### src/rtl/muldiv_pkg.sv
// Shared types and decode helpers for the EX-stage multiply/divide unit.
// Imported by the unit top and its testbench.
package muldiv_pkg;

    typedef enum logic [1:0] {
        IDLE = 2'd0,
        MUL  = 2'd1,
        DIV  = 2'd2,
        DONE = 2'd3
    } state_t;

    localparam logic [2:0] F3_MUL    = 3'b000;
    localparam logic [2:0] F3_MULH   = 3'b001;
    localparam logic [2:0] F3_MULHSU = 3'b010;
    localparam logic [2:0] F3_MULHU  = 3'b011;
    localparam logic [2:0] F3_DIV    = 3'b100;
    localparam logic [2:0] F3_DIVU   = 3'b101;
    localparam logic [2:0] F3_REM    = 3'b110;
    localparam logic [2:0] F3_REMU   = 3'b111;

    function automatic logic is_div(input logic [2:0] f3);
        return f3[2];
    endfunction

    // Whether operand a (opnd_b=0) or operand b (opnd_b=1) is treated as signed.
    function automatic logic is_signed(input logic [2:0] f3, input logic opnd_b);
        if (f3[2]) begin
            return ~f3[0];
        end
        return opnd_b ? ~f3[1] : ~(f3[1] & f3[0]);
    endfunction

endpackage

### src/rtl/ex_muldiv_unit_if.sv
// Request/response bundle between the EX stage and the multiply/divide unit.
// The EX stage is the master; the unit is the slave.
interface ex_muldiv_unit_if #(
    parameter int XLEN = 32,
    parameter int RD_W = 5
);
    logic            i_valid;
    logic            o_ready;
    logic [2:0]      i_funct3;
    logic [XLEN-1:0] i_op_a;
    logic [XLEN-1:0] i_op_b;
    logic [RD_W-1:0] i_rd;
    logic            i_flush;
    logic            o_valid;
    logic [XLEN-1:0] o_result;
    logic [RD_W-1:0] o_rd;
    logic            o_busy;

    modport master (
        output i_valid, i_funct3, i_op_a, i_op_b, i_rd, i_flush,
        input  o_ready, o_valid, o_result, o_rd, o_busy
    );

    modport slave (
        input  i_valid, i_funct3, i_op_a, i_op_b, i_rd, i_flush,
        output o_ready, o_valid, o_result, o_rd, o_busy
    );
endinterface

### src/rtl/div_restoring_step.sv
// One iteration of restoring division on unsigned magnitudes.
// Requires rem < divisor on entry, which keeps the trial difference within XLEN+1 bits.
module div_restoring_step #(
    parameter int XLEN = 32
) (
    input  logic [XLEN-1:0] rem,
    input  logic [XLEN-1:0] quo,
    input  logic [XLEN-1:0] divisor,
    output logic [XLEN-1:0] rem_next,
    output logic [XLEN-1:0] quo_next
);
    logic [XLEN:0] shifted;
    logic [XLEN:0] diff;

    assign shifted  = {rem, quo[XLEN-1]};
    assign diff     = shifted - {1'b0, divisor};
    // diff[XLEN] set means the trial subtraction borrowed: restore.
    assign rem_next = diff[XLEN] ? shifted[XLEN-1:0] : diff[XLEN-1:0];
    assign quo_next = {quo[XLEN-2:0], ~diff[XLEN]};
endmodule

### src/rtl/ex_muldiv_unit.sv
// Multi-cycle RV32M multiply/divide unit, one result bit per cycle, with flush abort.
// Define MULDIV_FAST_MUL_EN to compute MUL* in a single cycle at accept.
module ex_muldiv_unit
    import muldiv_pkg::*;
#(
    parameter int XLEN = 32,
    parameter int RD_W = 5
) (
    input  logic            i_clk,
    input  logic            i_reset,
    ex_muldiv_unit_if.slave bus
);
    localparam int CNT_W = $clog2(XLEN);
    localparam logic [XLEN-1:0] MIN_VAL = {1'b1, {(XLEN-1){1'b0}}};

    state_t            state_reg, state_next;
    logic [CNT_W-1:0]  cnt_reg;
    logic [2:0]        funct3_reg;
    logic [RD_W-1:0]   rd_reg;
    logic              neg_reg, rem_neg_reg;
    logic [XLEN-1:0]   opnd_reg, result_reg;
    logic [2*XLEN-1:0] acc_reg;

    logic              accept, req_div, sign_a, sign_b, div_zero, div_ovf, special;
    logic [XLEN-1:0]   mag_a, mag_b, special_result;
    logic [XLEN:0]     mul_sum;
    logic [2*XLEN-1:0] mul_acc_next;
    logic [XLEN-1:0]   rem_next, quo_next, div_final;

    function automatic logic [XLEN-1:0] mul_pick(input logic [2:0] f3,
                                                 input logic [2*XLEN-1:0] prod,
                                                 input logic neg);
        logic [2*XLEN-1:0] p;
        p = neg ? -prod : prod;
        return (f3 == F3_MUL) ? p[XLEN-1:0] : p[2*XLEN-1:XLEN];
    endfunction

    assign accept   = bus.i_valid & (state_reg == IDLE) & ~bus.i_flush;
    assign req_div  = is_div(bus.i_funct3);
    assign sign_a   = is_signed(bus.i_funct3, 1'b0) & bus.i_op_a[XLEN-1];
    assign sign_b   = is_signed(bus.i_funct3, 1'b1) & bus.i_op_b[XLEN-1];
    assign mag_a    = sign_a ? -bus.i_op_a : bus.i_op_a;
    assign mag_b    = sign_b ? -bus.i_op_b : bus.i_op_b;
    assign div_zero = req_div & (bus.i_op_b == '0);
    assign div_ovf  = req_div & ~bus.i_funct3[0] & (bus.i_op_a == MIN_VAL) & (bus.i_op_b == '1);

    always_comb begin
        special        = div_zero | div_ovf;
        special_result = '0;
        if (div_zero) begin
            special_result = bus.i_funct3[1] ? bus.i_op_a : '1;
        end else if (div_ovf) begin
            special_result = bus.i_funct3[1] ? '0 : MIN_VAL;
        end
`ifdef MULDIV_FAST_MUL_EN
        if (!req_div) begin
            special        = 1'b1;
            special_result = mul_pick(bus.i_funct3,
                                      {{XLEN{1'b0}}, mag_a} * {{XLEN{1'b0}}, mag_b},
                                      sign_a ^ sign_b);
        end
`endif
    end

    // Shift-add: acc holds {partial product high, multiplier being shifted out}.
    assign mul_sum      = {1'b0, acc_reg[2*XLEN-1:XLEN]} + {1'b0, opnd_reg & {XLEN{acc_reg[0]}}};
    assign mul_acc_next = {mul_sum, acc_reg[XLEN-1:1]};

    div_restoring_step #(.XLEN(XLEN)) u_div_step (
        .rem      (acc_reg[2*XLEN-1:XLEN]),
        .quo      (acc_reg[XLEN-1:0]),
        .divisor  (opnd_reg),
        .rem_next (rem_next),
        .quo_next (quo_next)
    );

    assign div_final = funct3_reg[1] ? (rem_neg_reg ? -rem_next : rem_next)
                                     : (neg_reg ? -quo_next : quo_next);

    always_ff @(posedge i_clk or posedge i_reset) begin
        if (i_reset) begin
            state_reg <= IDLE;
        end else begin
            state_reg <= state_next;
        end
    end

    always_comb begin
        state_next = state_reg;
        case (state_reg)
            IDLE: begin
                if (accept) begin
                    state_next = special ? DONE : (req_div ? DIV : MUL);
                end
            end
            MUL, DIV: begin
                if (bus.i_flush) begin
                    state_next = IDLE;
                end else if (cnt_reg == '0) begin
                    state_next = DONE;
                end
            end
            default: state_next = IDLE;
        endcase
    end

    always_comb begin
        bus.o_ready = (state_reg == IDLE);
        bus.o_valid = (state_reg == DONE) & ~bus.i_flush;
        bus.o_busy  = (state_reg == MUL) | (state_reg == DIV) | accept;
    end

    assign bus.o_result = result_reg;
    assign bus.o_rd     = rd_reg;

    always_ff @(posedge i_clk or posedge i_reset) begin
        if (i_reset) begin
            cnt_reg     <= '0;
            funct3_reg  <= '0;
            rd_reg      <= '0;
            neg_reg     <= 1'b0;
            rem_neg_reg <= 1'b0;
            opnd_reg    <= '0;
            acc_reg     <= '0;
            result_reg  <= '0;
        end else begin
            case (state_reg)
                IDLE: begin
                    if (accept) begin
                        funct3_reg  <= bus.i_funct3;
                        rd_reg      <= bus.i_rd;
                        cnt_reg     <= CNT_W'(XLEN - 1);
                        neg_reg     <= sign_a ^ sign_b;
                        rem_neg_reg <= sign_a;
                        opnd_reg    <= req_div ? mag_b : mag_a;
                        acc_reg     <= {{XLEN{1'b0}}, (req_div ? mag_a : mag_b)};
                        if (special) begin
                            result_reg <= special_result;
                        end
                    end
                end
                MUL: begin
                    acc_reg <= mul_acc_next;
                    cnt_reg <= cnt_reg - CNT_W'(1);
                    if (cnt_reg == '0) begin
                        result_reg <= mul_pick(funct3_reg, mul_acc_next, neg_reg);
                    end
                end
                DIV: begin
                    acc_reg <= {rem_next, quo_next};
                    cnt_reg <= cnt_reg - CNT_W'(1);
                    if (cnt_reg == '0) begin
                        result_reg <= div_final;
                    end
                end
                default: ;
            endcase
        end
    end
endmodule

### src/flat_wrapper.sv
// flat-port wrapper written by rule: the top's interface ports become plain ports
module ex_muldiv_unit_flat import muldiv_pkg::*;
#(
    parameter int XLEN = 32,
    parameter int RD_W = 5
)
  (i_clk, i_reset, bus_i_valid, bus_i_funct3, bus_i_op_a, bus_i_op_b, bus_i_rd, bus_i_flush, bus_o_ready, bus_o_valid, bus_o_result, bus_o_rd, bus_o_busy);
  ex_muldiv_unit_if #(.XLEN(XLEN), .RD_W(RD_W)) bus_i ();
  input  logic i_clk;
  input  logic i_reset;
  input wire logic [$bits(bus_i.i_valid)-1:0] bus_i_valid;
  input wire logic [$bits(bus_i.i_funct3)-1:0] bus_i_funct3;
  input wire logic [$bits(bus_i.i_op_a)-1:0] bus_i_op_a;
  input wire logic [$bits(bus_i.i_op_b)-1:0] bus_i_op_b;
  input wire logic [$bits(bus_i.i_rd)-1:0] bus_i_rd;
  input wire logic [$bits(bus_i.i_flush)-1:0] bus_i_flush;
  output wire logic [$bits(bus_i.o_ready)-1:0] bus_o_ready;
  output wire logic [$bits(bus_i.o_valid)-1:0] bus_o_valid;
  output wire logic [$bits(bus_i.o_result)-1:0] bus_o_result;
  output wire logic [$bits(bus_i.o_rd)-1:0] bus_o_rd;
  output wire logic [$bits(bus_i.o_busy)-1:0] bus_o_busy;
  assign bus_i.i_valid = bus_i_valid;
  assign bus_i.i_funct3 = bus_i_funct3;
  assign bus_i.i_op_a = bus_i_op_a;
  assign bus_i.i_op_b = bus_i_op_b;
  assign bus_i.i_rd = bus_i_rd;
  assign bus_i.i_flush = bus_i_flush;
  assign bus_o_ready = bus_i.o_ready;
  assign bus_o_valid = bus_i.o_valid;
  assign bus_o_result = bus_i.o_result;
  assign bus_o_rd = bus_i.o_rd;
  assign bus_o_busy = bus_i.o_busy;
  ex_muldiv_unit #(.XLEN(XLEN), .RD_W(RD_W)) u_core (.i_clk(i_clk), .i_reset(i_reset), .bus(bus_i));
endmodule
### config.mk
export PLATFORM = sky130hd
export DESIGN_NAME = ex_muldiv_unit_flat
export DESIGN_NICKNAME = d
export VERILOG_FILES = /design/src/rtl/muldiv_pkg.sv /design/src/rtl/ex_muldiv_unit_if.sv /design/src/rtl/div_restoring_step.sv /design/src/rtl/ex_muldiv_unit.sv /design/src/flat_wrapper.sv
export SDC_FILE = /design/constraint.sdc
export NUM_CORES = 1
export LEC_CHECK = 0
export CAP_MARGIN = 20
export CELL_PAD_IN_SITES_DETAIL_PLACEMENT = 0
export CELL_PAD_IN_SITES_GLOBAL_PLACEMENT = 1
export CORE_MARGIN = 1.5
export CORE_UTILIZATION = 44
export CTS_CLUSTER_DIAMETER = 60
export DETAILED_ROUTE_END_ITERATION = 10
export DONT_BUFFER_PORTS = 1
export GPL_ROUTABILITY_DRIVEN = 1
export PLACE_DENSITY_LB_ADDON = 0.1
export SLEW_MARGIN = 15
export SYNTH_ARGS = -nofsm -noshare
export SYNTH_HDL_FRONTEND = slang
export SYNTH_SLANG_ARGS = --single-unit
export TNS_END_PERCENT = 50
### constraint.sdc
create_clock -name i_clk -period 5.8 [get_ports i_clk]
set_input_delay 1.74 -clock i_clk [delete_from_list [all_inputs] [get_ports i_clk]]
set_output_delay 1.74 -clock i_clk [all_outputs]
set_load 0.01 [all_outputs]
==> impl_results.md, run 1 <==
* Crit-path cells: inv_1 > ha_1 > fa_1 > nand2b_1 > a21oi_2 > o211a_1 > o32ai_1 > a221o_1 > nor2_4 > nand2_1 > o21ai_0 > ha_1 > nand2_1 > or3_1 > mux2_2 > o21ai_0 > xnor2_1 > a221oi_1 > a211oi_1 > a21o_1
* R2r worst-path depth at 20
* Die Y at 203.7 um
* Power Dens Cells at 484.2 nW/um2
* Outcome: completed
* Max FFs per register at 64
* RSZ-0062 raised after global routing: false
* DR vias at 19670
* Hold Crit Class: reg -> reg
* Grt met3 use at 7.606%
* Crit-path max cell delay at 0.64 ns
* Reg2reg end: u_core.bus.o_result[12]
* CP required at 6.18 ns
* Hold Buf Count CTS at 0
* Crit start category: register
* Gr ovfl total at 0
* Clock sinks at 145
* Mapped Nets at 2682
* FMAX at 182.1 MHz
* Final RePlAce weighted congestion at 1.004
* Worst skew pair latency at 0.48 ns
* Setup CP Type: reg -> reg
* Reg-to-Reg Start: u_core.acc_reg[31]
* Fin worst setup slack at 0.3087 ns
* Yosys top cell area share at 20.48%
* Setup Skew at 0.01854 ns
* Synth Cell Area at 17720 um2
* FILL cells at 4165
* Port Buffer Count at 0
* Initial DRT Pass Iterations at 5
* Max H-tree Level at 4
* Max-cap violations at 0
* Period utilisation layout at 94.68%
* Worst Hold Depth at 2
* Async SR Flop Fraction at 100.0%
* Post-DP HPWL at 63.63 mm
* Worst Hold End: u_core.opnd_reg[20]
* Post-synth EDFFs at 0
* Drt wl/cell at 27.50 um
* Gates resized, CTS repair at 0
* Final WL at 81.71 mm
* #FFs+latches synth at 145
* WP data arrival at 5.87 ns
* Clk root buf: clkbuf_16
* DR vias/cell at 6.621
* LEAKAGE at 7.574 nW
* Max VDD drop at 0.0006057 V
* Die area at 41490 um2
* Largest net degree at the start of global routing at 125
* Remaining antenna violation count at 0
* Post-synthesis sequential area ratio at 20.48%
* CTS max path bufs at 2
* Synth Area per Inst at 7.013 um2
* Row count at 73
* CTS tree: done
* Number of CTS-inserted buffers at 17
* Iter 0 DRT Violations at 2144
* Worst Path Max Fanout at 7
* Ys flop type: dfrtp_1
* Initial antenna violation count at 8
* Share of layout cells above drive strength 1 at 7.771%
* Fin. Hold Viols at 0
* GR peak layer: met2
* Effective utilization at floorplan at 44.60%
* FF-to-FF setup slack at 0.31 ns
* Final TNS setup at 0 ns
* Crit. End Element: register
* DP Worst Slack at 0.1697 ns
* Number of library cell types mapped by synthesis at 94
* Post-synth top cells: nand2_1 (326), o21ai_0 (280), nor2_1 (251), a21oi_1 (232), clkbuf_1 (161)
* Crit-path slowest cell: a221oi_1
* Layout area overhead at 6.199%
* Leading area contributor after synthesis: dfrtp_1
* First-pass GRT wire length at 121.5 mm
* Final min period at 5.491 ns
* Post-Synthesis Cells at 2527
* Post-CTS Setup Bufs at 0
* Ranking of synthesized cells by area: dfrtp_1 (20%), o21ai_0 (7.9%), nand2_1 (6.9%), a21oi_1 (6.6%), ha_1 (5.4%)
* Vias in the first global route at 18410
* Hold Startpoint: u_core.opnd_reg[20]
* Worst-path clk slew at 0.08 ns
* Post-Place Cells at 2938
* Gr usage total at 39.31%
* Util after Layout at 47.37%
* Final nets at 2587
* Boundary Pins at 116
* M1 GR Usage at 53.24%
* Met2 Usage GRT at 59.63%
* Yosys Warn Count at 0
* Max-slew headroom at 36.52%
* Most common cell in the synthesized netlist: nand2_1
* Chip width at 203.7 um
* Max Slew Vio Count at 0
* Worst-margin pin slew at 0.9423 ns
* # DRC at 0
* Final setup vio count at 0
* Core footprint at 39730 um2
* Cell Count, Final, Fillers Out at 2971
## final cells by class
type / instances / area (um2) / area share [%]
flip-flops and latches: 145 / 3630 / 19.29
repair buffers: 74 / 568.0 / 3.018
clock inverters: 12 / 96.34 / 0.5119
inverters: 84 / 320.3 / 1.702
diodes: 1 / 2.502 / 0.01330
multi-input cells: 2110 / 13080 / 69.50
clock buffers: 20 / 466.7 / 2.480
well taps: 525 / 656.9 / 3.490
## power by group
group          internal [mW]  total, mW  switching, mW  leakage [nW]
combinational           1.95       5.93           3.98          5.46
sequential              1.39       2.06          0.675          1.85
clock                  0.587       1.12          0.534         0.266
total                   3.92       9.11           5.19          7.57
## placed cells by master (no fill, tap or decap), drive strengths merged, types with 9 or more instances in the layout
master,netlist,layout
a21boi,9,9
o21a,13,13
mux2,25,25
nand3,45,45
inv,81,85
nor4,25,25
nand4,28,28
o211ai,34,34
nor2,251,251
dfrtp,145,145
a22oi,27,27
and2,14,14
nor3,73,73
nand2b,26,26
o221ai,10,10
a21o,30,30
or3,28,28
nor2b,16,16
clkbuf,161,20
buf,27,74
a221oi,10,10
xor2,71,71
or2,20,20
a2111oi,9,9
o41ai,19,19
o21ai,292,292
ha,77,77
a221o,34,34
o31ai,39,39
mux2i,24,24
nand2,327,327
a211oi,18,18
a31oi,25,25
or4,16,16
xnor2,101,101
and3,16,16
a21oi,232,232
## critical path, delay by kind of cell (launching register included)
family	cells	cell delay (ns)
adder cells (fa/ha/maj)	3	1.00
AND/OR/NAND/NOR	5	0.96
multiplexers	1	0.30
XOR/XNOR	1	0.11
buffers and inverters	1	0.09
AO/OA/AOI/OAI	9	2.58
flip-flops	1	0.35
## worst max path at each step
| stage | slack [ns] | depth (start not counted) | to | start |
|---|---|---|---|---|
| 2_1_floorplan | 0.03 | 24 | u_core.bus.o_result[26] | u_core.acc_reg[31] |
| 3_5_place_dp | 0.17 | 21 | u_core.bus.o_result[16] | u_core.acc_reg[31] |
| 5_1_grt | 0.03 | 18 | u_core.bus.o_result[24] | u_core.acc_reg[31] |
| 4_1_cts | 0.12 | 21 | u_core.bus.o_result[16] | u_core.acc_reg[31] |
| 3_3_place_gp | 0.25 | 21 | u_core.bus.o_result[16] | u_core.acc_reg[31] |
| 6_report | 0.31 | 20 | u_core.bus.o_result[12] | u_core.acc_reg[31] |
## routing by layer
layer,share of wire [%],up-vias
met2,43,1029
met3,9.6,158
li1,-,9029
met1,42,9455
met5,0,-
met4,5.3,0
## logic make-up after synthesis
kind of cell | count (synthesis) | synth area share [%]
AO/OA/AOI/OAI | 890 | 31.94
XOR/XNOR | 172 | 8.501
adder cells (fa/ha/maj) | 79 | 5.663
buffers and inverters | 272 | 5.924
flip-flops | 145 | 20.48
multiplexers | 51 | 3.198
AND/OR/NAND/NOR | 918 | 24.30
## stage by stage
stage	total power [mW]	area, um2	hold WS, ns
floorplan	5.833	17720	0.4498
global placement	7.742	18240	0.4617
detailed placement	7.781	18240	0.4698
CTS	8.932	18810	0.4844
global route	9.650	18820	0.5114
finish	9.112	18820	0.4774
No activity file was read; power rests on OpenSTA's default activity.
==> run 2, diff against run 1 <==
Settings changed: CORE_MARGIN 1.5 to default.
==> run 2 against run 1 <==
Clock-buffer cell count rose by 1. Power rose by 0.40%. Worst hold slack improved by 0.00064 ns. Critical path depth did not move. Combinational power fell by 0.7%. Clock power rose by 5%. Sequential power barely moved. Fmax rose by 0.19%. Wire length fell by 0.55%. Flip-flop and latch count did not move. Global-route usage barely moved. Largest cell class unchanged.
==> impl_results.md, run 2 (synthesis gave the netlist of run 1 again) <==
* Most common cell after layout, fill and taps aside: nand2_1
* Hold Crit Class: reg -> reg
* Initial antenna violation count at 4 (-4)
* Max VDD drop at 0.0007967 V (+32%)
* Worst skew pair latency at 0.50 ns (+0.02 ns)
* Final TNS setup at 0 ns (unchanged)
* Final setup vio count at 0 (unchanged)
* Hold_ws at 0.4781 ns (+0.0006400 ns)
* Worst Path Max Fanout at 8 (+1)
* Final WL at 81.26 mm (-0.55%)
* Gr ovfl total at 0 (unchanged)
* WP data arrival at 5.85 ns (-0.02 ns)
* Gates resized, CTS repair at 0 (unchanged)
* Setup Skew at 0.01973 ns (+0.001191 ns)
* Boundary Pins at 116 (unchanged)
* # DRC at 0 (unchanged)
* Crit-path slowest cell: fa_1
* Final RePlAce weighted congestion at 0.9759 (-2.8%)
* Worst-margin pin slew at 1.009 ns (+0.06690 ns)
* Chip width at 202.7 um (-0.49%)
* Power Total at 9.149 mW (+0.40%)
* Crit-path cells: inv_1 > ha_1 > fa_1 > nand2b_1 > a21oi_2 > o211a_1 > o32ai_2 > a221o_1 > nor2_4 > nand2_1 > o21ai_0 > ha_1 > nand2_1 > or3_1 > o41a_1 > a21o_1 > o31a_1 > xor2_1 > a221oi_1 > o31ai_1
* Fin worst setup slack at 0.3189 ns (+0.01013 ns)
* Period utilisation layout at 94.50% (-0.17 points)
* Crit. End Element: register
* Effective utilization at floorplan at 44.60% (unchanged)
* Post-CTS Setup Bufs at 0 (unchanged)
* Row count at 73 (unchanged)
* Multi-input combinational cell area at 13080 um2 (about the same)
* LEAKAGE at 7.571 nW (about the same)
* RSZ-0062 raised after global routing: false
* Gr usage total at 39.30% (about the same)
* Crit-path max cell delay at 0.42 ns (-0.22 ns)
* Remaining antenna violation count at 0 (unchanged)
* Max-slew headroom at 32.72% (-3.8 points)
* Max H-tree Level at 4 (unchanged)
* Vias in the first global route at 17920 (-2.7%)
* First-pass GRT wire length at 119.2 mm (-1.9%)
* Port Buffer Count at 0 (unchanged)
* Area after DPL at 18220 um2 (-0.15%)
* Crit start category: register
* Initial DRT Pass Iterations at 5 (unchanged)
* Drt wl/cell at 27.39 um (-0.41%)
* Number of CTS-inserted buffers at 17 (unchanged)
* FILL cells at 4119 (-1.1%)
* Top delay family on crit path: compound AO/OA/AOI/OAI gates
* DR vias at 19710 (+0.18%)
* Power Dens Cells at 486.4 nW/um2 (+0.45%)
* Final min period at 5.481 ns (-0.01013 ns)
* Largest net degree at the start of global routing at 125 (unchanged)
* CTS tree: done
* Fin area at 18810 um2 (about the same)
* DP Worst Slack at 0.2083 ns (+0.03861 ns)
* Hold Buf Count CTS at 0 (unchanged)
* Most frequent cells in the layout: nand2_1 (326), o21ai_0 (279), nor2_1 (250), a21oi_1 (230), dfrtp_1 (144)
* Final nets at 2583 (-0.15%)
* Core footprint at 39730 um2 (unchanged)
* DR vias/cell at 6.642 (+0.31%)
* Iter 0 DRT Violations at 2448 (+14%)
* Fin. Hold Viols at 0 (unchanged)
* CP required at 6.17 ns (about the same)
* Clock sinks at 145 (unchanged)
* Clk root buf: clkbuf_16
* Setup CP Type: reg -> reg
* Critical path buffers and inverters at 1 (unchanged)
* Layout area overhead at 6.143% (about the same)
* Max FFs per register at 64 (unchanged)
* Outcome: completed
* Share of layout cells above drive strength 1 at 7.497% (-0.27 points)
* Max-cap violations at 0 (unchanged)
* Post-DP HPWL at 63.01 mm (-0.97%)
* Worst-path clk slew at 0.07 ns (about the same)
* Die Y at 202.7 um (-0.49%)
* FF+latch area at 3630 um2 (unchanged)
* Die area at 41080 um2 (-0.98%)
* FMAX at 182.4 MHz (+0.19%)
* CTS max path bufs at 2 (unchanged)
* Max Slew Vio Count at 0 (unchanged)
[run 2: power breakdown]
group	total, mW	internal [mW]	switching [mW]
logic	5.89	1.93	3.95
registers	2.08	1.39	0.695
clock network	1.18	0.648	0.533
total	9.15	3.97	5.18
[run 2: worst paths after layout]
path | cells after the start | end | slack (ns) | from
setup / recovery | 20 | u_core.bus.o_result[26] | 0.32 | u_core.acc_reg[31]
hold / removal | 2 | u_core.opnd_reg[6] | 0.48 | u_core.opnd_reg[6]
setup reg to reg | 20 | u_core.bus.o_result[26] | 0.32 | u_core.acc_reg[31]
hold reg to reg | 2 | u_core.opnd_reg[6] | 0.48 | u_core.opnd_reg[6]
max in group asynchronous | 2 | u_core.opnd_reg[18] | 3.41 | i_reset
min in group asynchronous | 1 | u_core.funct3_reg[0] | 1.23 | i_reset
[run 2: cell type report]
class                           instances  share of cell area, %
Timing Repair Buffer                   70                  2.860
Tap cell                              525                  3.492
Inverter                               84                  1.703
Sequential cell                       145                  19.30
Multi-Input combinational cell       2110                  69.55
Clock buffer                           21                  2.395
Clock inverter                         11                 0.6852
Antenna cell                            1                0.01330
[run 2: worst min-delay path, delay by kind of cell (launching register included)]
family          cells  cell delay (ns)
flops               1             0.34
compound gates      1             0.06
simple gates        1             0.04
[run 2: stage by stage]
stage	instances	utilization (%)
2_1_floorplan	2527	-
3_3_place_gp	2934	45.85
3_5_place_dp	2934	45.85
4_1_cts	2966	47.31
5_1_grt	2966	47.33
6_report	2967	47.34
[run 2: layer usage]
metal	GRT usage [%]	vias up	part of all wire (%)
met1	53.27	9551	42
met2	59.01	993	43
met3	8.347	145	9.5
met5	0	-	0
li1	-	9017	-
met4	19.23	0	4.8
